### config.mk
export PLATFORM = sky130hd
export DESIGN_NAME = truth_table_sweeper
export DESIGN_NICKNAME = d
export VERILOG_FILES = /design/src/rtl/truth_table_sweeper_pkg.sv /design/src/rtl/tt_settle_timer.sv /design/src/rtl/truth_table_sweeper.sv
export SDC_FILE = /design/constraint.sdc
export NUM_CORES = 1
export LEC_CHECK = 0
export ABC_CLOCK_PERIOD_IN_PS = 6400
export CAP_MARGIN = 15
export CORE_UTILIZATION = 25
export DETAILED_ROUTE_END_ITERATION = 10
export PLACE_DENSITY_LB_ADDON = 0.08
export SLEW_MARGIN = 0
export SYNTH_ARGS = -nofsm -noshare
export SYNTH_HDL_FRONTEND = slang
export SYNTH_HIERARCHICAL = 1
export SYNTH_SLANG_ARGS = --single-unit
export TNS_END_PERCENT = 100
### constraint.sdc
create_clock -name clk -period 6.4 [get_ports clk]
set_clock_uncertainty 0.05 [all_clocks]
set_input_delay 0.64 -clock clk [delete_from_list [all_inputs] [get_ports clk]]
set_output_delay 0.64 -clock clk [all_outputs]
set_load 0.005 [all_outputs]
### src/rtl/truth_table_sweeper_pkg.sv
// Shared definitions for the truth-table sweeper: FSM state encoding, timer width
// and the settle-count range guard.
package truth_table_sweeper_pkg;

  typedef enum logic [1:0] {
    ST_IDLE   = 2'd0,
    ST_SETTLE = 2'd1,
    ST_SAMPLE = 2'd2,
    ST_DONE   = 2'd3
  } state_e;

  localparam int TIMER_W = 4;

  // Keeps the settle count inside what a TIMER_W-bit timer can reach (1..15).
  function automatic int settle_clamp(input int s);
    if (s < 1) return 1;
    if (s > 15) return 15;
    return s;
  endfunction

endpackage

### src/rtl/tt_settle_timer.sv
// Settle-delay timer: cleared while idle, counts while enabled, and flags the
// last cycle of a LIMIT-cycle hold window.
module tt_settle_timer
  import truth_table_sweeper_pkg::*;
#(
  parameter int LIMIT = 2
) (
  input  logic clk,
  input  logic rst,
  input  logic clr_i,
  input  logic en_i,
  output logic expire_o
);

  localparam logic [TIMER_W-1:0] LAST = TIMER_W'(LIMIT - 1);

  logic [TIMER_W-1:0] cnt_q, cnt_d;

  always_comb begin
    cnt_d = cnt_q;
    if (clr_i)
      cnt_d = '0;
    else if (en_i)
      cnt_d = cnt_q + TIMER_W'(1);
  end

  always_ff @(posedge clk or posedge rst) begin
    if (rst)
      cnt_q <= '0;
    else
      cnt_q <= cnt_d;
  end

  assign expire_o = en_i && (cnt_q == LAST);

endmodule

### src/rtl/truth_table_sweeper.sv
// Drives every input vector of an N_IN-input function block in ascending order,
// samples its output after a settle delay and scores it against a golden table.
module truth_table_sweeper
  import truth_table_sweeper_pkg::*;
#(
  parameter int N_IN   = 4,
  parameter int SETTLE = 2
) (
  input  logic                 clk,
  input  logic                 rst,
  input  logic                 start,
  input  logic                 abort,
  input  logic [2**N_IN-1:0]   expected,
  input  logic                 f,
  output logic [N_IN-1:0]      vec,
  output logic                 busy,
  output logic                 done,
  output logic                 pass,
  output logic [N_IN:0]        err_cnt,
  output logic [N_IN-1:0]      first_fail,
  output logic                 first_fail_vld,
  output logic [2**N_IN-1:0]   captured
);

  localparam int              DEPTH      = 2**N_IN;
  localparam int              SETTLE_EFF = settle_clamp(SETTLE);
  localparam logic [N_IN-1:0] VEC_LAST   = {N_IN{1'b1}};

  state_e            state_q;
  logic [N_IN-1:0]   vec_q;
  logic [N_IN:0]     err_cnt_q;
  logic [N_IN-1:0]   first_fail_q;
  logic              first_fail_vld_q;
  logic              done_q;
  logic              pass_q;
  logic [DEPTH-1:0]  captured_q, captured_d;

  logic              settle_done;
  logic              mismatch;
  logic              idle_or_done;
  logic              res_clear;
  logic              sample_en;
  logic [DEPTH-1:0]  hit;

  assign idle_or_done = (state_q == ST_IDLE) || (state_q == ST_DONE);
  assign res_clear    = idle_or_done && (start || abort);
  assign sample_en    = (state_q == ST_SAMPLE) && !abort;
  assign mismatch     = f ^ expected[vec_q];

  tt_settle_timer #(
    .LIMIT(SETTLE_EFF)
  ) u_timer (
    .clk     (clk),
    .rst     (rst),
    .clr_i   (state_q != ST_SETTLE),
    .en_i    (state_q == ST_SETTLE),
    .expire_o(settle_done)
  );

  // One-hot decode of the vector being sampled; only that bit of the observed table moves.
  for (genvar gi = 0; gi < DEPTH; gi++) begin : g_cap
    assign hit[gi]        = sample_en && (vec_q == N_IN'(gi));
    assign captured_d[gi] = res_clear ? 1'b0 : (hit[gi] ? f : captured_q[gi]);
  end

  always_ff @(posedge clk or posedge rst) begin
    if (rst) begin
      state_q          <= ST_IDLE;
      vec_q            <= '0;
      err_cnt_q        <= '0;
      first_fail_q     <= '0;
      first_fail_vld_q <= 1'b0;
      done_q           <= 1'b0;
      pass_q           <= 1'b0;
      captured_q       <= '0;
    end else begin
      captured_q <= captured_d;
      case (state_q)
        ST_IDLE, ST_DONE: begin
          if (start || abort) begin
            vec_q            <= '0;
            err_cnt_q        <= '0;
            first_fail_q     <= '0;
            first_fail_vld_q <= 1'b0;
            done_q           <= 1'b0;
            pass_q           <= 1'b0;
            state_q          <= abort ? ST_IDLE : ST_SETTLE;
          end
        end
        ST_SETTLE: begin
          if (abort) begin
            state_q <= ST_IDLE;
            vec_q   <= '0;
            done_q  <= 1'b0;
            pass_q  <= 1'b0;
          end else if (settle_done) begin
            state_q <= ST_SAMPLE;
          end
        end
        ST_SAMPLE: begin
          if (abort) begin
            state_q <= ST_IDLE;
            vec_q   <= '0;
            done_q  <= 1'b0;
            pass_q  <= 1'b0;
          end else begin
            if (mismatch) begin
              err_cnt_q <= err_cnt_q + (N_IN+1)'(1);
              if (!first_fail_vld_q) begin
                first_fail_q     <= vec_q;
                first_fail_vld_q <= 1'b1;
              end
            end
            // Last vector: pass must account for this final sample, not just the running count.
            if (vec_q == VEC_LAST) begin
              state_q <= ST_DONE;
              done_q  <= 1'b1;
              pass_q  <= (err_cnt_q == '0) && !mismatch;
            end else begin
              vec_q   <= vec_q + N_IN'(1);
              state_q <= ST_SETTLE;
            end
          end
        end
        default: state_q <= ST_IDLE;
      endcase
    end
  end

  assign busy           = (state_q == ST_SETTLE) || (state_q == ST_SAMPLE);
  assign vec            = vec_q;
  assign done           = done_q;
  assign pass           = pass_q;
  assign err_cnt        = err_cnt_q;
  assign first_fail     = first_fail_q;
  assign first_fail_vld = first_fail_vld_q;
  assign captured       = captured_q;

endmodule

**Word level (Yosys, flattened, before mapping)**

Cells that the tools add are included.

- Add/sub/neg operators: 3
- Magnitude comparators: 1
- Equality and inequality tests: 28
- Muxes and demuxes: 67
- Bitwise logic cells: 1
- Reduce and logical (&&, ||, !) cells: 52

Operator list:

| kind | number |
|---|---|
| $mux W1 | 42 |
| $mux W4 | 9 |
| $reduce_bool A2 Y1 | 18 |
| $eq A4 B4 Y1 const B | 8 |
| $logic_and A1 B1 Y1 | 20 |
| $eq A4 B3 Y1 const B | 4 |
| $mux W5 | 3 |
| $pmux W4 S3 | 1 |
| $mux W2 | 5 |
| $ne A2 B2 Y1 const B | 5 |
| $pmux W5 S2 | 1 |
| $ne A3 B3 Y1 const B | 3 |
| $add A4 B1 Y4 const B | 2 |
| $eq A4 B1 Y1 const B | 2 |
| $eq A4 B2 Y1 const B | 2 |
| $pmux W4 S2 | 1 |
| $pmux W1 S3 | 2 |
| $pmux W2 S3 | 1 |
| $reduce_and A3 Y1 | 2 |
| $add A5 B1 Y5 const B | 1 |
| $logic_not A5 Y1 | 1 |
| $lt A4 B5 Y1 const B | 1 |
| $reduce_and A5 Y1 | 1 |
| $bmux W1 S4 | 1 |
| 12 further kinds | 16 |

- Register bits: 38
- Output and inout bits: 33
- Logic and storage cells: 176

**Depth between registers and ports, before layout**

- Depth in word-level cells: 8
- Mapped depth: 9
- Mapped depth without buffers: 8

**Modules after synthesis**

The synthesis kept the hierarchy.

Modules (own cells, without submodules):

| module | times used | cells an instance | area each (µm²) |
|---|---|---|---|
| truth_table_sweeper | 1 | 216 | 1985.7 |
| tt_settle_timer | 1 | 22 | 245.2 |

**Least setup slack after synthesis**

Ideal clock, no wire load.

- Path kind: input-to-reg
- Start point: input port expected[4]
- End point: register err_cnt_q[0] (netlist: err_cnt[0])
- Setup time: 79 ps
- Data arrival time: 2137 ps
- Data required time: 6271 ps
- Slack: 4133 ps
- Stages: 6
- Path buffers: 1
- Cell sequence: mux2_1 mux4_2 mux2i_1 and2_1 buf_6 mux2i_1

- Word-level cells in the longest chain between the ends: 5

RTL lines:

| item | RTL line | source |
|---|---|---|
| start: declaration | truth_table_sweeper.sv:13 | `input logic [2**N_IN-1:0] expected,` |
| $bmux W1 S4 | truth_table_sweeper.sv:48 | `assign mismatch = f ^ expected[vec_q];` |
| $mux W1 (implied by the code) | truth_table_sweeper.sv:48 |  |
| $xor A1 B1 Y1 | truth_table_sweeper.sv:48 |  |
| $ne A2 B2 Y1 (no source line) | n/a |  |
| $reduce_and A4 Y1 (no source line) | n/a |  |
| end signal: assignment | truth_table_sweeper.sv:108 | `err_cnt_q <= err_cnt_q + (N_IN+1)'(1);` |
| end: declaration | truth_table_sweeper.sv:31 | `logic [N_IN:0] err_cnt_q;` |

No other way between the ends. The select of a mux whose other input is x is not followed.
A chain may end at the register's enable or synchronous reset.

**Final worst setup path**

- Start point: register vec_q[2] (netlist: vec[2])
- End point: register err_cnt_q[1] (netlist: err_cnt[1])

- Word-level cells in the longest chain between the ends: 5

RTL lines:

| item | RTL line | source |
|---|---|---|
| start: declaration | truth_table_sweeper.sv:30 | `logic [N_IN-1:0] vec_q;` |
| start signal: assignment | truth_table_sweeper.sv:120 | `vec_q <= vec_q + N_IN'(1);` |
| $bmux W1 S4 | truth_table_sweeper.sv:48 |  |
| $mux W1 (implied by the code) | truth_table_sweeper.sv:48 |  |
| $xor A1 B1 Y1 | truth_table_sweeper.sv:48 |  |
| $ne A2 B2 Y1 (no source line) | n/a |  |
| $reduce_and A4 Y1 (no source line) | n/a |  |

No other way between the ends. The select of a mux whose other input is x is not followed.

==> flow_results.xml <==
<?xml version="1.0" encoding="UTF-8"?>
<metrics>
  <group name="job">
    <metric name="timing.max_cap.violations" unit="">0</metric>
  </group>
  <group name="setup_path">
    <metric name="critPathMostFrequentCell" unit="">mux2i_1</metric>
    <metric name="critPathSlowestCell" unit="">dfrtp_1</metric>
    <metric name="timing.critical_path.cells" unit="">mux2_2 &gt; mux4_2 &gt; mux2i_1 &gt; and2_1 &gt; mux2i_1</metric>
    <metric name="startpoint_type" unit="">flip-flop</metric>
    <metric name="setup.worst_path.end" unit="">err_cnt[1]</metric>
    <metric name="timing.critical_path.slowest_cell_delay" unit="ns">0.76</metric>
    <metric name="worst_setup_path_end_kind" unit="">flip-flop</metric>
    <metric name="cp.arrival" unit="ns">2.89</metric>
    <metric name="critPathKind" unit="">reg2reg</metric>
    <metric name="critical-path-top-delay-family" unit="">multiplexers</metric>
    <metric name="crit_path_max_fo" unit="">17</metric>
    <metric name="worst-r2r-cell-count" unit="">5</metric>
    <metric name="reg2reg_slack" unit="ns">3.67</metric>
    <metric name="critical_path.n_buffers_inverters" unit="">0</metric>
    <metric name="worst_r2r_startpoint" unit="">vec[2]</metric>
    <metric name="timing.rr.end" unit="">err_cnt[1]</metric>
    <metric name="worst-path-stages" unit="">5</metric>
    <metric name="startpoint" unit="">vec[2]</metric>
    <metric name="critical_path_required" unit="ns">6.56</metric>
  </group>
  <group name="min_path">
    <metric name="worst_hold_startpoint" unit="">done</metric>
    <metric name="hp-class" unit="">reg2reg</metric>
  </group>
  <group name="yosys">
    <metric name="postSynthNetCount" unit="">269</metric>
    <metric name="synth_top_cell_area_share" unit="">0.426</metric>
    <metric name="count_of_flip_flops_with_a_built_in_enable_after_synthesis" unit="">0</metric>
    <metric name="register_area_share_after_synthesis" unit="">0.426</metric>
    <metric name="fraction_of_registers_with_async_set_reset" unit="">1.00</metric>
    <metric name="postSynthAreaPerCell" unit="sq um">9.37</metric>
    <metric name="synthDominantAreaCellType" unit="">dfrtp_1</metric>
    <metric name="synth_flop_cell" unit="">dfrtp_1</metric>
    <metric name="synth_seq_cells" unit="">38</metric>
    <metric name="netlist_top_cells_area" unit="">dfrtp_1, nand2_1, ha_1, a21oi_1, mux2i_1</metric>
    <metric name="synth_area" unit="sq um">2230</metric>
    <metric name="ys.warnings.count" unit="">6</metric>
    <metric name="synthDistinctLibCells" unit="">46</metric>
    <metric name="synthesis.instances" unit="">238</metric>
  </group>
  <group name="sta">
    <metric name="finalCritPeriodShare" unit="">0.427</metric>
    <metric name="unrepaired_setup_endpoints_after_global_routing" unit="">no</metric>
    <metric name="min_period" unit="ns">2.73</metric>
    <metric name="report.final.hold_viol_count" unit="">0</metric>
    <metric name="final_max_slew_viol_count" unit="">0</metric>
    <metric name="max-slew-margin-rel" unit="">0.425</metric>
    <metric name="final-setup-viol-count" unit="">0</metric>
    <metric name="timing_worst_slew_pin_value" unit="ns">0.859</metric>
    <metric name="fmaxAchievable" unit="MHz">366</metric>
    <metric name="finalSetupTns" unit="ns">0</metric>
  </group>
  <group name="final_layout">
    <metric name="seq_area" unit="sq um">951</metric>
    <metric name="nFillCells" unit="">932</metric>
    <metric name="area_growth_syn_to_layout" unit="%">30.2</metric>
    <metric name="antennaDiodeCount" unit="">0</metric>
    <metric name="multi_input_area" unit="sq um">1140</metric>
    <metric name="finalCoreUtilization" unit="">0.335</metric>
    <metric name="layout-drive-gt1-share" unit="">0.108</metric>
    <metric name="stdcell_area" unit="sq um">2900</metric>
    <metric name="final_nets" unit="">317</metric>
  </group>
  <group name="placement">
    <metric name="place.detailed.hpwl" unit="microns">3990</metric>
    <metric name="placer_congestion_estimate" unit="">0.671</metric>
    <metric name="placement.io_buffers" unit="">53</metric>
    <metric name="placed_cell_area" unit="sq um">2820</metric>
  </group>
  <group name="power_and_ir_drop">
    <metric name="leakage" unit="nW">1.15</metric>
    <metric name="cellPowerDensity" unit="nW/um^2">168</metric>
    <metric name="peakVddDrop" unit="mV">0.0736</metric>
  </group>
  <group name="grt">
    <metric name="gr-usage-all-layers" unit="">0.136</metric>
    <metric name="grt-ovfl-total" unit="">0</metric>
    <metric name="grt_pass1_wl" unit="microns">9560</metric>
    <metric name="initial_antenna_violation_count" unit="">0</metric>
    <metric name="largest_net_degree_at_the_start_of_global_routing" unit="">35</metric>
    <metric name="grt_pass1_vias" unit="">1841</metric>
  </group>
  <group name="detailed_routing">
    <metric name="wirelength" unit="microns">5630</metric>
    <metric name="detail_route.wl_per_cell" unit="microns">14.3</metric>
    <metric name="vias_post_dr" unit="">1826</metric>
    <metric name="vias_per_cell" unit="">4.63</metric>
    <metric name="final_ant_viol_nets" unit="">0</metric>
    <metric name="drcViolationCount" unit="">0</metric>
    <metric name="drt_first_iter_violations" unit="">104</metric>
    <metric name="drt_pre_antenna_iters" unit="">4</metric>
  </group>
  <group name="cts">
    <metric name="cts_num_sinks" unit="">38</metric>
    <metric name="cts_made_buffers" unit="">5</metric>
    <metric name="clock_tree_from_tritoncts" unit="">yes</metric>
    <metric name="cts_max_level" unit="">2</metric>
    <metric name="cts_resized" unit="">0</metric>
    <metric name="clock_slew_at_reported_path_ffs" unit="ns">0.08</metric>
    <metric name="worstSkewPairLatency" unit="ns">0.29</metric>
    <metric name="postCtsSetupBuffers" unit="">0</metric>
    <metric name="cts_root_buffer" unit="">clkbuf_8</metric>
    <metric name="post_cts_hold_buffer_count" unit="">0</metric>
    <metric name="clk_path_buf_depth" unit="">2</metric>
  </group>
  <group name="floorplanning">
    <metric name="die_span_in_x" unit="microns">96.5</metric>
    <metric name="design.core.area" unit="sq um">8680</metric>
    <metric name="number_of_top_level_pins" unit="">54</metric>
    <metric name="floorplan.initialDensity" unit="">0.257</metric>
    <metric name="dieArea" unit="sq um">9310</metric>
    <metric name="num_rows" unit="">34</metric>
    <metric name="die_h" unit="microns">96.5</metric>
  </group>
  <group name="status">
    <metric name="outcome" unit="">finished, final reports clean</metric>
  </group>
</metrics>
where the power goes:
part	internal (mW)	switching (mW)
sequential	0.243	0.00502
combinational	0.0312	0.0464
clock	0.0733	0.0880
total	0.348	0.139
metal layers:
layer / routed length, microns / global-route usage / share of wire / up-vias
met5: 0 / 0 / 0 / -
met4: 65 / 0.0355 / 0.012 / 0
met2: 2600 / 0.221 / 0.46 / 32
met1: 2760 / 0.183 / 0.49 / 871
met3: 211 / 0.0290 / 0.037 / 5
li1: - / - / - / 918
layout make-up:
type	instances	area share
clock buffer	5	0.0237
clock inverter	2	0.00345
inverter	15	0.0194
multi-input combinational	171	0.392
sequential	38	0.327
tap	108	0.0465
timing repair buffer	55	0.188
stage by stage:
stage	hold slack, ns	std cells	setup slack, ns	power, mW
final	0.463	394	3.67	0.487
after detailed placement	0.455	386	3.44	0.329
after global placement	0.445	386	3.53	0.329
after floorplan	0.356	238	4.13	0.301
after CTS	0.468	393	3.63	0.497
after global routing	0.482	394	3.44	0.517
cells in the final DEF (no fill, tap or decap), drive strengths merged, types with 2 or more instances in the layout:
cell type	Yosys	layout
clkdlybuf4s50	0	53
a31o	3	3
nor2	11	11
clkbuf	6	5
nand3	18	18
ha	10	10
buf	8	2
nand2	46	46
a31oi	2	2
clkinv	1	4
inv	14	13
mux2	11	11
nor2b	2	2
nand2b	2	2
o21ai	2	2
mux2i	10	10
nor4	2	2
a21oi	24	24
dfrtp	38	38
nor3	7	7
mux4	2	2
nor4b	2	2
worst min-delay path: stages (launching register included):
cell,delay (ns)
dfrtp_1,0.36
nand2_1,0.05
o21ai_0,0.07
sequential cells by signal (all words and copies together) (netlist names), 2 cells and up:
name	cells
vec	4
err_cnt	5
captured	16
u_timer/cnt_q	4
first_fail	4
state_q	2
Yosys cell counts, types with 3 or more instances:
cell	instances
a21oi_1	23
buf_1	4
buf_6	3
clkbuf_1	6
dfrtp_1	38
ha_1	10
inv_1	14
mux2_2	7
mux2i_1	9
nand2_1	46
nand3_1	18
nor2_1	11
nor3_1	6
kinds of logic (layout without fill, tap and decap cells):
| group | count (synthesis) | count (layout) | synth area share |
|---|---|---|---|
| AND/OR/NAND/NOR | 96 | 96 | 0.205 |
| AO/OA/AOI/OAI | 40 | 40 | 0.116 |
| flip-flops | 38 | 38 | 0.426 |
| buffers and inverters | 29 | 77 | 0.0639 |
| multiplexers | 23 | 23 | 0.126 |
| adder cells (fa/ha/maj) | 10 | 10 | 0.0561 |
| XOR/XNOR | 2 | 2 | 0.00785 |
worst min-delay path by stage:
stage               cells after the start               end
floorplan                               1  u_timer/cnt_q[0]
global placement                        1        err_cnt[4]
detailed placement                      2              done
CTS                                     1        err_cnt[4]
global route                            1        err_cnt[4]
finish                                  2              done
Note: power is estimated with default switching activity, not from simulation.
